## src/rtl/hold_register_pkg.sv

```systemverilog
// Shared types for the multi-channel hold register bank.
// Channel mode selects follow/capture-first behaviour; state tracks whether a channel holds data.
package hold_register_pkg;

    typedef enum logic {
        MODE_FOLLOW = 1'b0,
        MODE_FIRST  = 1'b1
    } hold_mode_t;

    typedef enum logic {
        ST_EMPTY = 1'b0,
        ST_HOLD  = 1'b1
    } hold_state_t;

endpackage

```

## src/rtl/hold_register_channel.sv

```systemverilog
// One hold channel: EMPTY/HOLD FSM, captured data and sticky overrun flag.
//
//   state    | meaning
//   ---------+-------------------------------------------------------------
//   ST_EMPTY | no valid data; out_data keeps last value, next capture loads
//   ST_HOLD  | data valid; FOLLOW reloads on capture, FIRST refuses and flags overrun
module hold_register_channel
    import hold_register_pkg::*;
#(
    parameter int WIDTH = 8
) (
    input  logic             clk,
    input  logic             rst,
    input  logic [WIDTH-1:0] in_data,
    input  logic             enable,
    input  hold_mode_t       mode,
    input  logic             release_i,
    input  logic             freeze,
    output logic [WIDTH-1:0] out_data,
    output logic             valid,
    output logic             overrun,
    output logic             valid_next
);

    hold_state_t      state_q, state_d;
    logic [WIDTH-1:0] data_q, data_d;
    logic             overrun_q, overrun_d;
    logic             cap;

    assign cap = enable & ~freeze;

    always_comb begin
        state_d   = state_q;
        data_d    = data_q;
        overrun_d = overrun_q;
        unique case (state_q)
            ST_EMPTY: begin
                if (cap) begin
                    data_d  = in_data;
                    state_d = ST_HOLD;
                end
            end
            ST_HOLD: begin
                if (mode == MODE_FOLLOW) begin
                    if (cap) begin
                        data_d = in_data;
                    end else if (release_i) begin
                        state_d = ST_EMPTY;
                    end
                    // An overrun left over from FIRST mode persists until released.
                    if (release_i) begin
                        overrun_d = 1'b0;
                    end
                end else begin
                    if (release_i && cap) begin
                        data_d    = in_data;
                        overrun_d = 1'b0;
                    end else if (release_i) begin
                        state_d   = ST_EMPTY;
                        overrun_d = 1'b0;
                    end else if (cap) begin
                        overrun_d = 1'b1;
                    end
                end
            end
            default: state_d = ST_EMPTY;
        endcase
    end

    always_ff @(posedge clk) begin
        if (rst) begin
            state_q   <= ST_EMPTY;
            data_q    <= '0;
            overrun_q <= 1'b0;
        end else begin
            state_q   <= state_d;
            data_q    <= data_d;
            overrun_q <= overrun_d;
        end
    end

    assign out_data   = data_q;
    assign valid      = (state_q == ST_HOLD);
    assign overrun    = overrun_q;
    assign valid_next = rst ? 1'b0 : (state_d == ST_HOLD);

endmodule

```

## src/rtl/hold_register_bank.sv

```systemverilog
// CHANNELS independent hold registers plus a registered count of channels holding data.
// The count is built from each channel's next-state valid so it lines up with valid.
module hold_register_bank
    import hold_register_pkg::*;
#(
    parameter  int WIDTH    = 8,
    parameter  int CHANNELS = 4,
    localparam int CW       = $clog2(CHANNELS + 1)
) (
    input  logic                        clk,
    input  logic                        rst,
    input  logic [WIDTH*CHANNELS-1:0]   in,
    input  logic [CHANNELS-1:0]         enable,
    input  logic [CHANNELS-1:0]         mode,
    input  logic [CHANNELS-1:0]         release_i,
    input  logic                        freeze,
    output logic [WIDTH*CHANNELS-1:0]   out,
    output logic [CHANNELS-1:0]         valid,
    output logic [CHANNELS-1:0]         overrun,
    output logic [CW-1:0]               held_count
);

    logic [CHANNELS-1:0] valid_next;
    logic [CW-1:0]       held_count_q, held_count_d;

    for (genvar c = 0; c < CHANNELS; c++) begin : g_ch
        hold_register_channel #(
            .WIDTH(WIDTH)
        ) u_ch (
            .clk        (clk),
            .rst        (rst),
            .in_data    (in[c*WIDTH +: WIDTH]),
            .enable     (enable[c]),
            .mode       (hold_mode_t'(mode[c])),
            .release_i  (release_i[c]),
            .freeze     (freeze),
            .out_data   (out[c*WIDTH +: WIDTH]),
            .valid      (valid[c]),
            .overrun    (overrun[c]),
            .valid_next (valid_next[c])
        );
    end

    always_comb begin
        held_count_d = '0;
        for (int c = 0; c < CHANNELS; c++) begin
            held_count_d = held_count_d + CW'(valid_next[c]);
        end
    end

    always_ff @(posedge clk) begin
        if (rst) begin
            held_count_q <= '0;
        end else begin
            held_count_q <= held_count_d;
        end
    end

    assign held_count = held_count_q;

endmodule

```

## config.mk

```make
export PLATFORM = sky130hd
export DESIGN_NAME = hold_register_bank
export DESIGN_NICKNAME = d
export VERILOG_FILES = /design/src/rtl/hold_register_pkg.sv /design/src/rtl/hold_register_channel.sv /design/src/rtl/hold_register_bank.sv
export SDC_FILE = /design/constraint.sdc
export NUM_CORES = 1
export LEC_CHECK = 0
export ABC_AREA = 1
export CELL_PAD_IN_SITES_DETAIL_PLACEMENT = 1
export CELL_PAD_IN_SITES_GLOBAL_PLACEMENT = 1
export CORE_MARGIN = 2
export CORE_UTILIZATION = 30
export DETAILED_ROUTE_END_ITERATION = 12
export PLACE_DENSITY = 0.93
export SLEW_MARGIN = 0
export SYNTH_ARGS = -nofsm -noshare
export SYNTH_HDL_FRONTEND = slang
export SYNTH_SLANG_ARGS = --single-unit
```

## constraint.sdc

```tcl
create_clock -name clk -period 4.5 [get_ports clk]
set_input_delay 1.125 -clock clk [delete_from_list [all_inputs] [get_ports clk]]
set_output_delay 1.125 -clock clk [all_outputs]
set_load 0.03 [all_outputs]
```

* Word level (Yosys, flattened, before mapping)
Cells that the tools add are included.
** Cells by class
- $add $sub $neg :: 3
- Muxes and demuxes :: 64
- Bitwise gates (word level) :: 9
- Reduce and logical (&&, ||, !) cells :: 16
- Equal/unequal tests :: 4
** Operators by type and width (number)
- $mux 8 :: 12
- $pmux 8 s2 :: 4
- $mux 1 :: 44
- $ne 3x3->1 const B :: 4
- $reduce_and 3->1 :: 4
- $reduce_bool 3->1 :: 4
- $pmux 1 s2 :: 4
- $reduce_bool 2->1 :: 4
- $not 1->1 :: 5
- $and 1x1->1 :: 4
- $logic_and 1x1->1 :: 4
- $add 2x1->3 :: 1
- $add 3x1->3 :: 1
- $add 1x1->2 :: 1
** Storage, ports and cells
- Flip-flop bits (word level) :: 43
- Input port bits :: 47
- Word-level logic and storage cells :: 109
- Output and inout bits :: 43

* Longest topological paths before layout
Gate-level depths: netlist (run 1).
- Word-level depth :: 10
- Mapped depth :: 11
- Mapped depth without buffers :: 11

* Modules after synthesis
Synthesis (run 1) repeated with hierarchy kept, for this count alone.
** Unflattened totals
- Cells, all modules :: 253
- Area total of the unflattened synthesis :: 1993.2 um^2
** By module, submodules not included
- hold_register_channel :: instances 4, area each 461.7 um^2, sequential area each 200.2 um^2, cells an instance 59
- hold_register_bank :: instances 1, area each 146.4 um^2, sequential area each 60.1 um^2, cells an instance 17

* Worst setup path after synthesis (run 1)
OpenSTA, ideal clock, no wires.
- Kind :: input -> register
- From :: input rst
- To :: register held_count_q[1], in the netlist held_count[1]
- Path buffers :: 1
- Data required time :: 4391 ps
- Stages on the path :: 9
- Arrival :: 2678 ps
- Setup time :: 109 ps
- Slack :: 1713 ps
- Path through :: inv_1 -> clkbuf_1 -> nand2_1 -> fa_1 -> inv_1 -> ha_1 -> ha_1 -> inv_1 -> nor2_1
** Between the ends
- Word-level cells in the longest chain between the ends :: 4
- Elaborated cells between the ends (all ways) :: 7
- Classes of those cells :: add/sub (3); mux (4)
** Ends and longest elaborated chain
- from (decl) :: RTL line hold_register_bank.sv:11 : input logic rst,
- $mux 1 :: RTL line hold_register_channel.sv:85 : assign valid_next = rst ? 1'b0 : (state_d == ST_HOLD);
- $add 1x1->2 :: RTL line hold_register_bank.sv:47 : held_count_d = held_count_d + CW'(valid_next[c]);
- $add 2x1->3 :: RTL line hold_register_bank.sv:47
- $add 3x1->3 * :: RTL line hold_register_bank.sv:47
- via held_count_d[1] :: RTL line hold_register_bank.sv:24 : logic [CW-1:0] held_count_q, held_count_d;
- to (signal assigned) :: RTL line hold_register_bank.sv:55 : held_count_q <= held_count_d;
- to (decl) :: RTL line hold_register_bank.sv:24
The timed path passes the listed nets; every way through them passes the cells marked *.
A chain may end at the register's enable or synchronous reset.

* Final worst setup path (run 1)
- From :: input freeze
- To :: register held_count_q[1], in the netlist held_count[1]
** Between the ends
- Word-level cells in the longest chain between the ends :: 10
- Elaborated cells between the ends (all ways) :: 36
- Classes of those cells :: add/sub (3); mux (24); bitwise (5); reduce/logical (4)
** Ends and longest elaborated chain
- from (decl) :: RTL line hold_register_bank.sv:16 : input logic freeze,
- $not 1->1 * :: RTL line hold_register_channel.sv:30 : assign cap = enable & ~freeze;
- $and 1x1->1 :: RTL line hold_register_channel.sv:30
- $logic_and 1x1->1 :: RTL line hold_register_channel.sv:55 : if (release_i && cap) begin
- $mux 1 :: RTL line hold_register_channel.sv:55
- $mux 1 :: RTL line hold_register_channel.sv:44 : if (mode == MODE_FOLLOW) begin
- $pmux 1 s2 :: RTL line hold_register_channel.sv:36 : unique case (state_q)
- $mux 1 :: RTL line hold_register_channel.sv:85
- $add 1x1->2 :: RTL line hold_register_bank.sv:47
- $add 2x1->3 :: RTL line hold_register_bank.sv:47
- $add 3x1->3 * :: RTL line hold_register_bank.sv:47
- via held_count_d[1] :: RTL line hold_register_bank.sv:24
Marks and branches as above.

==> impl_summary.log, run 1 <==
INFO  metric n_antenna_cell = 0
INFO  metric cts-root-to-sink-buffers = 2
INFO  metric vias_per_instance = 4.54
INFO  metric power_density = 317 nW/um2
INFO  metric route.detailed.wl_per_inst = 12.5 um
INFO  metric fp.coreArea = 6350 um2
INFO  metric grt_pass1_wl = 8530 um
INFO  metric synth_area_leader_cell = sky130_fd_sc_hd__dfxtp_1
INFO  metric clkSinkCount = 43
INFO  metric cts_post_setup_buffers_inserted = 0
INFO  metric worstSkewPairLatency = 280 ps
INFO  metric origin_of_the_critical_flop_to_flop_path = g_ch[0].u_ch.valid$_DFF_P_
INFO  metric largest_net_degree_at_the_start_of_global_routing = 18
INFO  metric globalplace.congestion = 0.733
INFO  metric detail-route-antenna-nets = 0
INFO  metric critical_path.slowest_cell = sky130_fd_sc_hd__clkdlybuf4s50_1
INFO  metric path_depth = 11
INFO  metric final_net_count = 395
INFO  metric layout-area-overhead-vs-synth = 51.1%
INFO  metric finalWorstPathRequiredPeriod = 3310 ps
INFO  metric syn-instance-count = 265
INFO  metric warnings_synthesis = 0
INFO  metric tritoncts = done
INFO  metric totalNegativeSetupSlack = 0 ps
INFO  metric synth-seq-cells = 43
INFO  metric place.detailed.instances = 415
INFO  metric reg2reg_depth = 9
INFO  metric min_delay_worst_type = reg -> reg
INFO  metric worstSetupEndpoint = held_count[1]$_SDFF_PP0_
INFO  metric setup_violating_endpoint_count_in_the_final_report = 0
INFO  metric path_max_fanout = 17
INFO  metric cap_viol_max_count = 0
INFO  metric final_max_slew_viol_count = 0
INFO  metric ys_types = 17
INFO  metric rsz0062_at_grt = no
INFO  metric cts_repair_resize_count = 0
INFO  metric finalCritPeriodShare = 73.5%
INFO  metric cts_buffers = 5
INFO  metric rows = 29
INFO  metric criticalPathCategory = in -> reg
INFO  metric cellLeakagePower = 1.27 nW
INFO  metric first_global_vias = 1971
INFO  metric dominant_cells_by_area_after_synthesis = sky130_fd_sc_hd__dfxtp_1 (44%), sky130_fd_sc_hd__nand2_1 (11%), sky130_fd_sc_hd__nand3b_1 (11%)
INFO  metric globalRouteTotalUtil = 14.5%
INFO  metric crit_path_end_kind = register
INFO  metric start_point_of_the_worst_hold_path = g_ch[3].u_ch.overrun$_SDFFE_PP0P_
INFO  metric timing.final.hold_violations = 0
INFO  metric die_height = 84.8 um
INFO  metric relSlewSlack = 59.8%
INFO  metric drt_pass1_iterations = 4
INFO  metric vdd_drop_max = 0.170 mV
INFO  metric fraction_of_synthesized_cell_area_taken_by_the_top_area_cell_type = 43.9%
INFO  metric fillCellCount = 791
INFO  metric post_route_cells_drive_above_1_share = 4.62%
INFO  metric outcome = finished, final reports clean
INFO  metric tightestPinTransition = 603 ps
INFO  metric ff2ff_setup_slack = 2610 ps
INFO  metric violation_count_after_the_first_detailed_route_iteration = 53
INFO  metric register_area = 861 um2
INFO  metric timing.critical_path.from = freeze
INFO  metric drt-total-wl = 5270 um
INFO  metric path_buf_inv = 4
INFO  metric cp_cell_sequence = clkdlybuf4s50_1, nor2_4, inv_1, nand2_1, nand2_1, fa_1, inv_1, ha_1, ha_1, inv_1, nor2_1
INFO  metric io-pin-count = 90
INFO  metric synthesis.nets = 315
INFO  metric cts-hold-fix-buffers = 0
INFO  metric post_synthesis_cell_area = 1960 um2
INFO  metric cts_htree_levels = 2
INFO  metric grt_overflow = 0
INFO  metric grt_antenna_before_repair = 0
INFO  metric initial_utilization = 30.9%
INFO  metric cpMostUsedCell = sky130_fd_sc_hd__inv_1
INFO  metric crit_path_max_incr_delay = 570 ps
INFO  metric cts.clk_slew.worst_paths = 80 ps
INFO  metric post_layout_nonfiller_instances = 423
INFO  metric totalPowerFinal = 0.937 mW
INFO  metric timing.critical_path.from_type = primary input
INFO  metric drc_errors = 0
INFO  metric timing.critical_path.required = 4680 ps
INFO  metric area_occupied_by_multi_input_gates = 857 um2
INFO  metric post_synthesis_sequential_area_ratio = 43.9%
INFO  metric worst_path_dominant_cell_family = adder cells
INFO  metric avgSynthCellArea = 7.39 um2
INFO  metric detailroute.via_count = 1919
INFO  metric finish.utilization = 46.6%
INFO  metric dieWidth = 84.8 um
INFO  metric dieArea = 7190 um2
INFO  metric regToRegEndpoint = held_count[1]$_SDFF_PP0_
INFO  metric crit_arrival = 3490 ps
INFO  metric place_hpwl = 4060 um
INFO  metric finClkSkew = 5.49 ps
INFO  metric achievable-frequency = 302 MHz
INFO  metric ctsRootBufferMaster = sky130_fd_sc_hd__clkbuf_8
INFO  metric port_buffers = 89
-- worst min-delay path, stage by stage, from the launching register on --
cell	delay [ps]
sky130_fd_sc_hd__dfxtp_1	310
sky130_fd_sc_hd__inv_1	50
sky130_fd_sc_hd__a21oi_1	50
-- synth_stat cells --
master and number:
sky130_fd_sc_hd__ha_1 2, sky130_fd_sc_hd__dfxtp_1 43, sky130_fd_sc_hd__inv_1 29, sky130_fd_sc_hd__clkbuf_1 4, sky130_fd_sc_hd__fa_1 1, sky130_fd_sc_hd__nand3b_1 28, sky130_fd_sc_hd__nand2_1 56, sky130_fd_sc_hd__nor2_4 1
sky130_fd_sc_hd__o21a_1 1, sky130_fd_sc_hd__buf_6 2, sky130_fd_sc_hd__nand3_1 7, sky130_fd_sc_hd__buf_2 4, sky130_fd_sc_hd__buf_4 10, sky130_fd_sc_hd__nor2_1 41, sky130_fd_sc_hd__o21ai_0 1, sky130_fd_sc_hd__nor2_2 3
sky130_fd_sc_hd__a21oi_1 32
-- per-stage QoR --
step           cell area [um2]  worst slack, ps  hold slack (ps)
3_5_place_dp              2840              849              443
3_3_place_gp              2840              921              433
6_report                  2960             1190              450
5_1_grt                   2960             1020              476
4_1_cts                   2960             1180              457
2_1_floorplan             1960             1710              426
-- placed cells by master (no fill, tap or decap) --
| cell | Yosys | final |
|---|---|---|
| sky130_fd_sc_hd__o21ai_0 | 1 | 1 |
| sky130_fd_sc_hd__inv_1 | 29 | 29 |
| sky130_fd_sc_hd__a21oi_1 | 32 | 32 |
| sky130_fd_sc_hd__clkdlybuf4s50_1 | 0 | 89 |
| sky130_fd_sc_hd__dfxtp_1 | 43 | 43 |
| sky130_fd_sc_hd__nand3b_1 | 28 | 28 |
| sky130_fd_sc_hd__ha_1 | 2 | 2 |
| sky130_fd_sc_hd__bufinv_16 | 0 | 1 |
| sky130_fd_sc_hd__nor2_4 | 1 | 1 |
| sky130_fd_sc_hd__fa_1 | 1 | 1 |
| sky130_fd_sc_hd__nor2_1 | 41 | 41 |
| sky130_fd_sc_hd__clkbuf_8 | 0 | 6 |
| sky130_fd_sc_hd__nand2_1 | 56 | 56 |
| sky130_fd_sc_hd__nor2_2 | 3 | 3 |
| sky130_fd_sc_hd__nand3_1 | 7 | 7 |
| sky130_fd_sc_hd__buf_4 | 10 | 4 |
| sky130_fd_sc_hd__clkinv_2 | 0 | 1 |
| sky130_fd_sc_hd__o21a_1 | 1 | 1 |
-- where the power goes --
part           internal (mW)  leakage, nW  total, mW  switching (mW)
Clock                  0.180       0.0612      0.307           0.127
Sequential             0.404        0.354      0.417          0.0132
Combinational          0.104        0.852      0.214           0.110
-- cell families after synthesis --
kind of cell    synth area share [%]
buf+inv                         12.3
fa+ha+maj                       2.30
simple gates                    32.6
compound gates                  8.81
flops                           43.9
-- state kept, by name, indices dropped and copies added, names as in the netlist --
register	count
g_ch.u_ch.out_data	32
held_count	3
g_ch.u_ch.overrun	4
g_ch.u_ch.valid	4
-- layout make-up --
| class | count | share of cell area (%) |
|---|---|---|
| flip-flops and latches | 43 | 29.1 |
| clock inverters | 2 | 1.18 |
| repair buffers | 93 | 31.1 |
| inverters | 29 | 3.68 |
| multi-input cells | 173 | 28.9 |
| well taps | 77 | 3.25 |
| clock buffers | 6 | 2.79 |
-- worst min-delay path by stage --
| stage | cells past startpoint | slack [ps] | end |
|---|---|---|---|
| after global placement | 2 | 430 | g_ch[3].u_ch.overrun$_SDFFE_PP0P_ |
| after floorplan | 2 | 430 | g_ch[3].u_ch.overrun$_SDFFE_PP0P_ |
| final | 2 | 450 | g_ch[3].u_ch.overrun$_SDFFE_PP0P_ |
| after global routing | 2 | 480 | g_ch[3].u_ch.overrun$_SDFFE_PP0P_ |
| after detailed placement | 2 | 440 | g_ch[3].u_ch.overrun$_SDFFE_PP0P_ |
| after CTS | 2 | 460 | g_ch[3].u_ch.overrun$_SDFFE_PP0P_ |
-- routing by layer --
layer  share of wire (%)  wire, um  track usage [%]  vias to the layer above
li1                    -         -                -                      979
met1                  42      2220             15.8                      892
met4                0.78        41             4.76                        0
met3                 5.3       282             3.21                        2
met2                  52      2730             27.7                       46
met5                   0         0                0                        -
Power figures use the tool's default switching activity.
==> run 2: changes to the inputs <==
--- a/config.mk
+++ b/config.mk
@@ -9,9 +9,9 @@
 export CELL_PAD_IN_SITES_DETAIL_PLACEMENT = 1
 export CELL_PAD_IN_SITES_GLOBAL_PLACEMENT = 1
 export CORE_MARGIN = 2
-export CORE_UTILIZATION = 30
+export CORE_UTILIZATION = 28
 export DETAILED_ROUTE_END_ITERATION = 12
-export PLACE_DENSITY = 0.93
+export PLACE_DENSITY = 0.88
 export SLEW_MARGIN = 0
 export SYNTH_ARGS = -nofsm -noshare
 export SYNTH_HDL_FRONTEND = slang
==> constraint.sdc (replaced) <==
create_clock -name clk -period 3.2 [get_ports clk]
set_input_delay 0.8 -clock clk [delete_from_list [all_inputs] [get_ports clk]]
set_output_delay 0.8 -clock clk [all_outputs]
set_load 0.03 [all_outputs]
==> run 2 against run 1 <==
Compared with the run above:
- non-clock buffer count grew 2
- critical path depth did not move
- sequential share of layout area fell by 0.33 points
==> impl_summary.log, run 2 (synthesis gave the netlist of run 1 again) <==
INFO  metric outcome = finished, final reports clean
INFO  metric first_global_vias = 1925
INFO  metric cellLeakagePower = 1.27 nW
INFO  metric vias_per_instance = 4.42
INFO  metric cts.clk_slew.worst_paths = 90 ps
INFO  metric post_route_cells_drive_above_1_share = 5.17%
INFO  metric hold-path-cell-count = 2
INFO  metric cts-hold-fix-buffers = 0
INFO  metric crit_arrival = 2850 ps
INFO  metric grt_pass1_wl = 8690 um
INFO  metric cts-root-to-sink-buffers = 2
INFO  metric dieWidth = 87.7 um
INFO  metric largest_net_degree_at_the_start_of_global_routing = 27
INFO  metric detailroute.via_count = 1962
INFO  metric placed_area = 2880 um2
INFO  metric drt-total-wl = 5510 um
INFO  metric crit_path_end_kind = register
INFO  metric io-pin-count = 90
INFO  metric min_delay_worst_type = reg -> reg
INFO  metric grt_overflow = 0
INFO  metric place.detailed.instances = 436
INFO  metric die_height = 87.7 um
INFO  metric layout.cells.most_common = sky130_fd_sc_hd__clkdlybuf4s50_1
INFO  metric tritoncts = done
INFO  metric final_net_count = 397
INFO  metric cts_repair_resize_count = 0
INFO  metric n_antenna_cell = 0
INFO  metric power_density = 442 nW/um2
INFO  metric finalWorstPathRequiredPeriod = 2660 ps
INFO  metric whs_endpoint = g_ch[3].u_ch.overrun$_SDFFE_PP0P_
INFO  metric finalCritPeriodShare = 83.1%
INFO  metric start_point_of_the_worst_hold_path = g_ch[3].u_ch.overrun$_SDFFE_PP0P_
INFO  metric totalNegativeSetupSlack = 0 ps
INFO  metric grt_antenna_before_repair = 0
INFO  metric cap_viol_max_count = 0
INFO  metric final_max_slew_viol_count = 0
INFO  metric clkSinkCount = 43
INFO  metric ctsRootBufferMaster = sky130_fd_sc_hd__clkbuf_8
INFO  metric layout_common_cells = sky130_fd_sc_hd__clkdlybuf4s50_1 (89), sky130_fd_sc_hd__nand2_1 (56), sky130_fd_sc_hd__dfxtp_1 (43), sky130_fd_sc_hd__nor2_1 (41), sky130_fd_sc_hd__a21oi_1 (32)
INFO  metric place_hpwl = 4110 um
INFO  metric finClkSkew = 4.97 ps
INFO  metric fp.coreArea = 6790 um2
INFO  metric dieArea = 7680 um2
INFO  metric cts_post_setup_buffers_inserted = 0
INFO  metric timing.critical_path.from_type = primary input
INFO  metric violation_count_after_the_first_detailed_route_iteration = 43
INFO  metric relSlewSlack = 61.7%
INFO  metric achievable-frequency = 376 MHz
INFO  metric worstSkewPairLatency = 300 ps
INFO  metric tightestPinTransition = 573 ps
INFO  metric route.detailed.wl_per_inst = 12.4 um
INFO  metric reg2reg_depth = 9
INFO  metric cts_buffers = 5
INFO  metric criticalPathCategory = in -> reg
INFO  metric path_max_fanout = 4
INFO  metric fillCellCount = 838
INFO  metric timing.critical_path.from = freeze
INFO  metric rsz0062_at_grt = no
INFO  metric globalplace.congestion = 0.693
INFO  metric layout-area-overhead-vs-synth = 52.9%
INFO  metric setup_violating_endpoint_count_in_the_final_report = 0
INFO  metric port_buffers = 89
INFO  metric vdd_drop_max = 0.213 mV
INFO  metric drt_pass1_iterations = 4
INFO  metric origin_of_the_critical_flop_to_flop_path = g_ch[0].u_ch.valid$_DFF_P_
INFO  metric initial_utilization = 28.8%
INFO  metric globalRouteTotalUtil = 14.4%
INFO  metric drc_errors = 0
INFO  metric rows = 30
INFO  metric number_of_flip_flops_in_the_largest_register = 32
INFO  metric cts_htree_levels = 2
INFO  metric regToRegEndpoint = held_count[1]$_SDFF_PP0_
INFO  metric post_layout_nonfiller_instances = 444
INFO  metric timing.final.hold_violations = 0
INFO  metric postLayoutCellArea = 3000 um2
INFO  metric ff2ff_setup_slack = 1300 ps
INFO  metric detail-route-antenna-nets = 0
INFO  metric timing.critical_path.required = 3390 ps
[run 2: changes by cell type in the layout (fill, tap and decap cells not counted)]
| cell | delta |
|---|---|
| sky130_fd_sc_hd__buf_4 | +2 |
| sky130_fd_sc_hd__clkbuf_8 | -1 |
| sky130_fd_sc_hd__clkinv_4 | +1 |
[run 2: final cells by class]
cell class / count / area, um2 / area share, %
Inverter: 29 / 109 / 3.63
Timing Repair Buffer: 95 / 936 / 31.2
Multi-Input combinational cell: 173 / 857 / 28.6
Clock inverter: 3 / 43.8 / 1.46
Tap cell: 96 / 120 / 4.01
Clock buffer: 5 / 68.8 / 2.30
Sequential cell: 43 / 861 / 28.7
[run 2: worst max-delay path by stage]
stage | cells past startpoint | to | slack [ps]
floorplan | 9 | held_count[1]$_SDFF_PP0_ | 740
global placement | 11 | held_count[1]$_SDFF_PP0_ | 270
detailed placement | 11 | held_count[1]$_SDFF_PP0_ | 210
CTS | 11 | held_count[1]$_SDFF_PP0_ | 520
global route | 11 | held_count[1]$_SDFF_PP0_ | 410
finish | 11 | held_count[1]$_SDFF_PP0_ | 540
[run 2: per-stage QoR]
stage / power, mW / hold slack (ps) / utilization (%) / setup WS [ps]
2_1_floorplan: 0.763 / 426 / - / 738
3_3_place_gp: 0.896 / 436 / 42.4 / 273
3_5_place_dp: 0.906 / 442 / 42.4 / 207
4_1_cts: 1.34 / 455 / 44.1 / 522
5_1_grt: 1.39 / 493 / 44.1 / 411
6_report: 1.32 / 448 / 44.1 / 542
[run 2: per-layer routing]
layer | vias up | wire length [um] | GRT usage [%]
met3 | 6 | 290 | 3.86
met2 | 58 | 2710 | 24.9
met4 | 0 | 95 | 6.15
met1 | 915 | 2420 | 16.8
li1 | 983 | - | -
met5 | - | 0 | 0
[run 2: critical path, cell delays in order]
cell	delay (ps)
sky130_fd_sc_hd__clkdlybuf4s50_1	560
sky130_fd_sc_hd__nor2_4	170
sky130_fd_sc_hd__inv_1	40
sky130_fd_sc_hd__nand2_1	50
sky130_fd_sc_hd__nand2_1	80
sky130_fd_sc_hd__fa_1	560
sky130_fd_sc_hd__inv_1	50
sky130_fd_sc_hd__ha_1	190
sky130_fd_sc_hd__ha_1	260
sky130_fd_sc_hd__inv_1	50
sky130_fd_sc_hd__nor2_1	40
[run 2: report_power, final]
group	internal [mW]	switching, mW
Sequential	0.568	0.0190
Clock	0.233	0.199
Combinational	0.148	0.156
Total	0.948	0.374
==> run 3: changes to the inputs <==
--- a/config.mk
+++ b/config.mk
@@ -9,9 +9,9 @@
 export CELL_PAD_IN_SITES_DETAIL_PLACEMENT = 1
 export CELL_PAD_IN_SITES_GLOBAL_PLACEMENT = 1
 export CORE_MARGIN = 2
-export CORE_UTILIZATION = 28
+export CORE_UTILIZATION = 25
 export DETAILED_ROUTE_END_ITERATION = 12
-export PLACE_DENSITY = 0.88
+export PLACE_DENSITY = 0.84
 export SLEW_MARGIN = 0
 export SYNTH_ARGS = -nofsm -noshare
 export SYNTH_HDL_FRONTEND = slang
==> constraint.sdc (replaced) <==
create_clock -name clk -period 2.33 [get_ports clk]
set_input_delay 0.5825 -clock clk [delete_from_list [all_inputs] [get_ports clk]]
set_output_delay 0.5825 -clock clk [all_outputs]
set_load 0.03 [all_outputs]
==> run 3 against run 2 <==
Compared with the run above:
- first-iteration DRC count down 37%
- count of clock-buffer cells in the layout up 1
- clock power up 11%
- clock skew down 1.1 ps
- power up 30%
- cell area up 2.6%
- global-route usage down 0.83 points
- wire length up 3.0%
- register-to-register slack worse by 830 ps
- combinational power up 42%
- cell count up 2.7%
- die area up 11%
- critical path type unchanged
- largest power group unchanged
==> impl_summary.log, run 3 (synthesis gave the netlist of run 1 again) <==
INFO  metric timing.critical_path.required = 2560 ps
INFO  metric layout_common_cells = sky130_fd_sc_hd__clkdlybuf4s50_1 (84), sky130_fd_sc_hd__nand2_1 (52), sky130_fd_sc_hd__dfxtp_1 (43), sky130_fd_sc_hd__nor2_1 (41), sky130_fd_sc_hd__a21oi_1 (32)
INFO  metric cts-hold-fix-buffers = 0
INFO  metric initial_utilization = 25.6%
INFO  metric tightestPinTransition = 561 ps
INFO  metric largest_net_degree_at_the_start_of_global_routing = 21
INFO  metric cts_htree_levels = 2
INFO  metric rows = 32
INFO  metric worstSkewPairLatency = 290 ps
INFO  metric ctsRootBufferMaster = sky130_fd_sc_hd__clkbuf_8
INFO  metric io-pin-count = 90
INFO  metric tritoncts = done
INFO  metric finalWorstPathRequiredPeriod = 2190 ps
INFO  metric register_area = 861 um2
INFO  metric globalplace.congestion = 0.699
INFO  metric timing.final.hold_violations = 0
INFO  metric cap_viol_max_count = 0
INFO  metric totalNegativeSetupSlack = 0 ps
INFO  metric fp.coreArea = 7650 um2
INFO  metric outcome = finished, final reports clean
INFO  metric detail-route-antenna-nets = 0
INFO  metric dpl_worst_slack = -386 ps
INFO  metric crit_arrival = 2420 ps
INFO  metric area_occupied_by_multi_input_gates = 892 um2
INFO  metric post_route_cells_drive_above_1_share = 9.89%
INFO  metric finish.utilization = 40.2%
INFO  metric cts-root-to-sink-buffers = 2
INFO  metric placed_area = 2930 um2
INFO  metric crit_path_end_kind = register
INFO  metric number_of_flip_flops_in_the_largest_register = 32
INFO  metric fin_ws = 145 ps
INFO  metric finClkSkew = 3.85 ps
INFO  metric cts.clk_slew.worst_paths = 80 ps
INFO  metric totalPowerFinal = 1.71 mW
INFO  metric port_buffers = 89
INFO  metric layout.cells.most_common = sky130_fd_sc_hd__clkdlybuf4s50_1
INFO  metric drt-total-wl = 5680 um
INFO  metric n_antenna_cell = 0
INFO  metric drt_pass1_iterations = 4
INFO  metric final_net_count = 404
INFO  metric dieWidth = 92.5 um
INFO  metric finalCritPeriodShare = 93.8%
INFO  metric vias_per_instance = 4.31
INFO  metric violation_count_after_the_first_detailed_route_iteration = 27
INFO  metric fillCellCount = 938
INFO  metric grt_pass1_wl = 9320 um
INFO  metric relSlewSlack = 62.5%
INFO  metric detailroute.via_count = 1967
INFO  metric timing.critical_path.from_type = primary input
INFO  metric power_density = 558 nW/um2
INFO  metric final_max_slew_viol_count = 0
INFO  metric criticalPathCategory = in -> reg
INFO  metric rsz0062_at_grt = no
INFO  metric first_global_vias = 2070
INFO  metric dieArea = 8560 um2
INFO  metric path_max_fanout = 2
INFO  metric setup_violating_endpoint_count_in_the_final_report = 0
INFO  metric route.detailed.wl_per_inst = 12.5 um
INFO  metric grt_overflow = 0
INFO  metric cellLeakagePower = 1.33 nW
INFO  metric achievable-frequency = 458 MHz
INFO  metric clkSinkCount = 43
INFO  metric drc_errors = 0
INFO  metric grt_antenna_before_repair = 0
INFO  metric die_height = 92.5 um
INFO  metric min_delay_worst_type = reg -> reg
INFO  metric layout-area-overhead-vs-synth = 56.9%
INFO  metric globalRouteTotalUtil = 13.6%
INFO  metric place_hpwl = 4260 um
INFO  metric cts_buffers = 5
INFO  metric postLayoutCellArea = 3070 um2
INFO  metric vdd_drop_max = 0.225 mV
==> run 3: routing by layer <==
metal	track usage, %	share of wire (%)	up-vias
li1	-	-	998
met1	14.8	42	918
met2	25.2	52	46
met3	3.34	4.4	5
met4	5.22	1.6	0
met5	0	0	-
==> run 3: critical path: stages <==
cell                              delay [ps]
sky130_fd_sc_hd__clkdlybuf4s50_1         430
sky130_fd_sc_hd__inv_1                    90
sky130_fd_sc_hd__nand2_1                  50
sky130_fd_sc_hd__nand2_1                  80
sky130_fd_sc_hd__nand2_2                  60
sky130_fd_sc_hd__fa_1                    510
sky130_fd_sc_hd__inv_1                    40
sky130_fd_sc_hd__ha_2                    190
sky130_fd_sc_hd__ha_4                    250
sky130_fd_sc_hd__inv_1                    30
sky130_fd_sc_hd__nor2_1                   90
==> run 3: metrics by stage <==
step | hold slack [ps] | std cells
final | 447 | 456
after global routing | 482 | 456
after CTS | 455 | 454
after detailed placement | 443 | 447
after global placement | 433 | 447
after floorplan | 426 | 265
==> run 3: cell type report <==
type	count	share of cell area (%)
Timing Repair Buffer	102	32.4
Sequential cell	43	28.0
Tap cell	102	4.15
Multi-Input combinational cell	173	29.0
Inverter	29	3.54
Clock buffer	6	2.69
Clock inverter	1	0.163
==> run 3: power breakdown <==
group          leakage, nW  total, mW  switching (mW)  internal, mW
combinational        0.925      0.429           0.219         0.211
clock               0.0470      0.480           0.247         0.233
sequential           0.354      0.806          0.0254         0.780
total                 1.33       1.71           0.491          1.22
==> run 3: final timing paths <==
kind / startpoint / endpoint / slack, ps / depth (start not counted)
max: release_i[0] / held_count[1]$_SDFF_PP0_ / 140 / 11
min: g_ch[1].u_ch.overrun$_SDFFE_PP0P_ / g_ch[1].u_ch.overrun$_SDFFE_PP0P_ / 450 / 2
max reg2reg: g_ch[1].u_ch.valid$_DFF_P_ / held_count[1]$_SDFF_PP0_ / 470 / 9
min reg2reg: g_ch[1].u_ch.overrun$_SDFFE_PP0P_ / g_ch[1].u_ch.overrun$_SDFFE_PP0P_ / 450 / 2
==> run 3: repair_timing <==
item,CTS,global route
pin swaps,0,6
buffers inserted,0,2
gates cloned,0,0
resized for setup,2,16
setup endpoints to repair,1,2
endpoints found under the hold margin,0,0
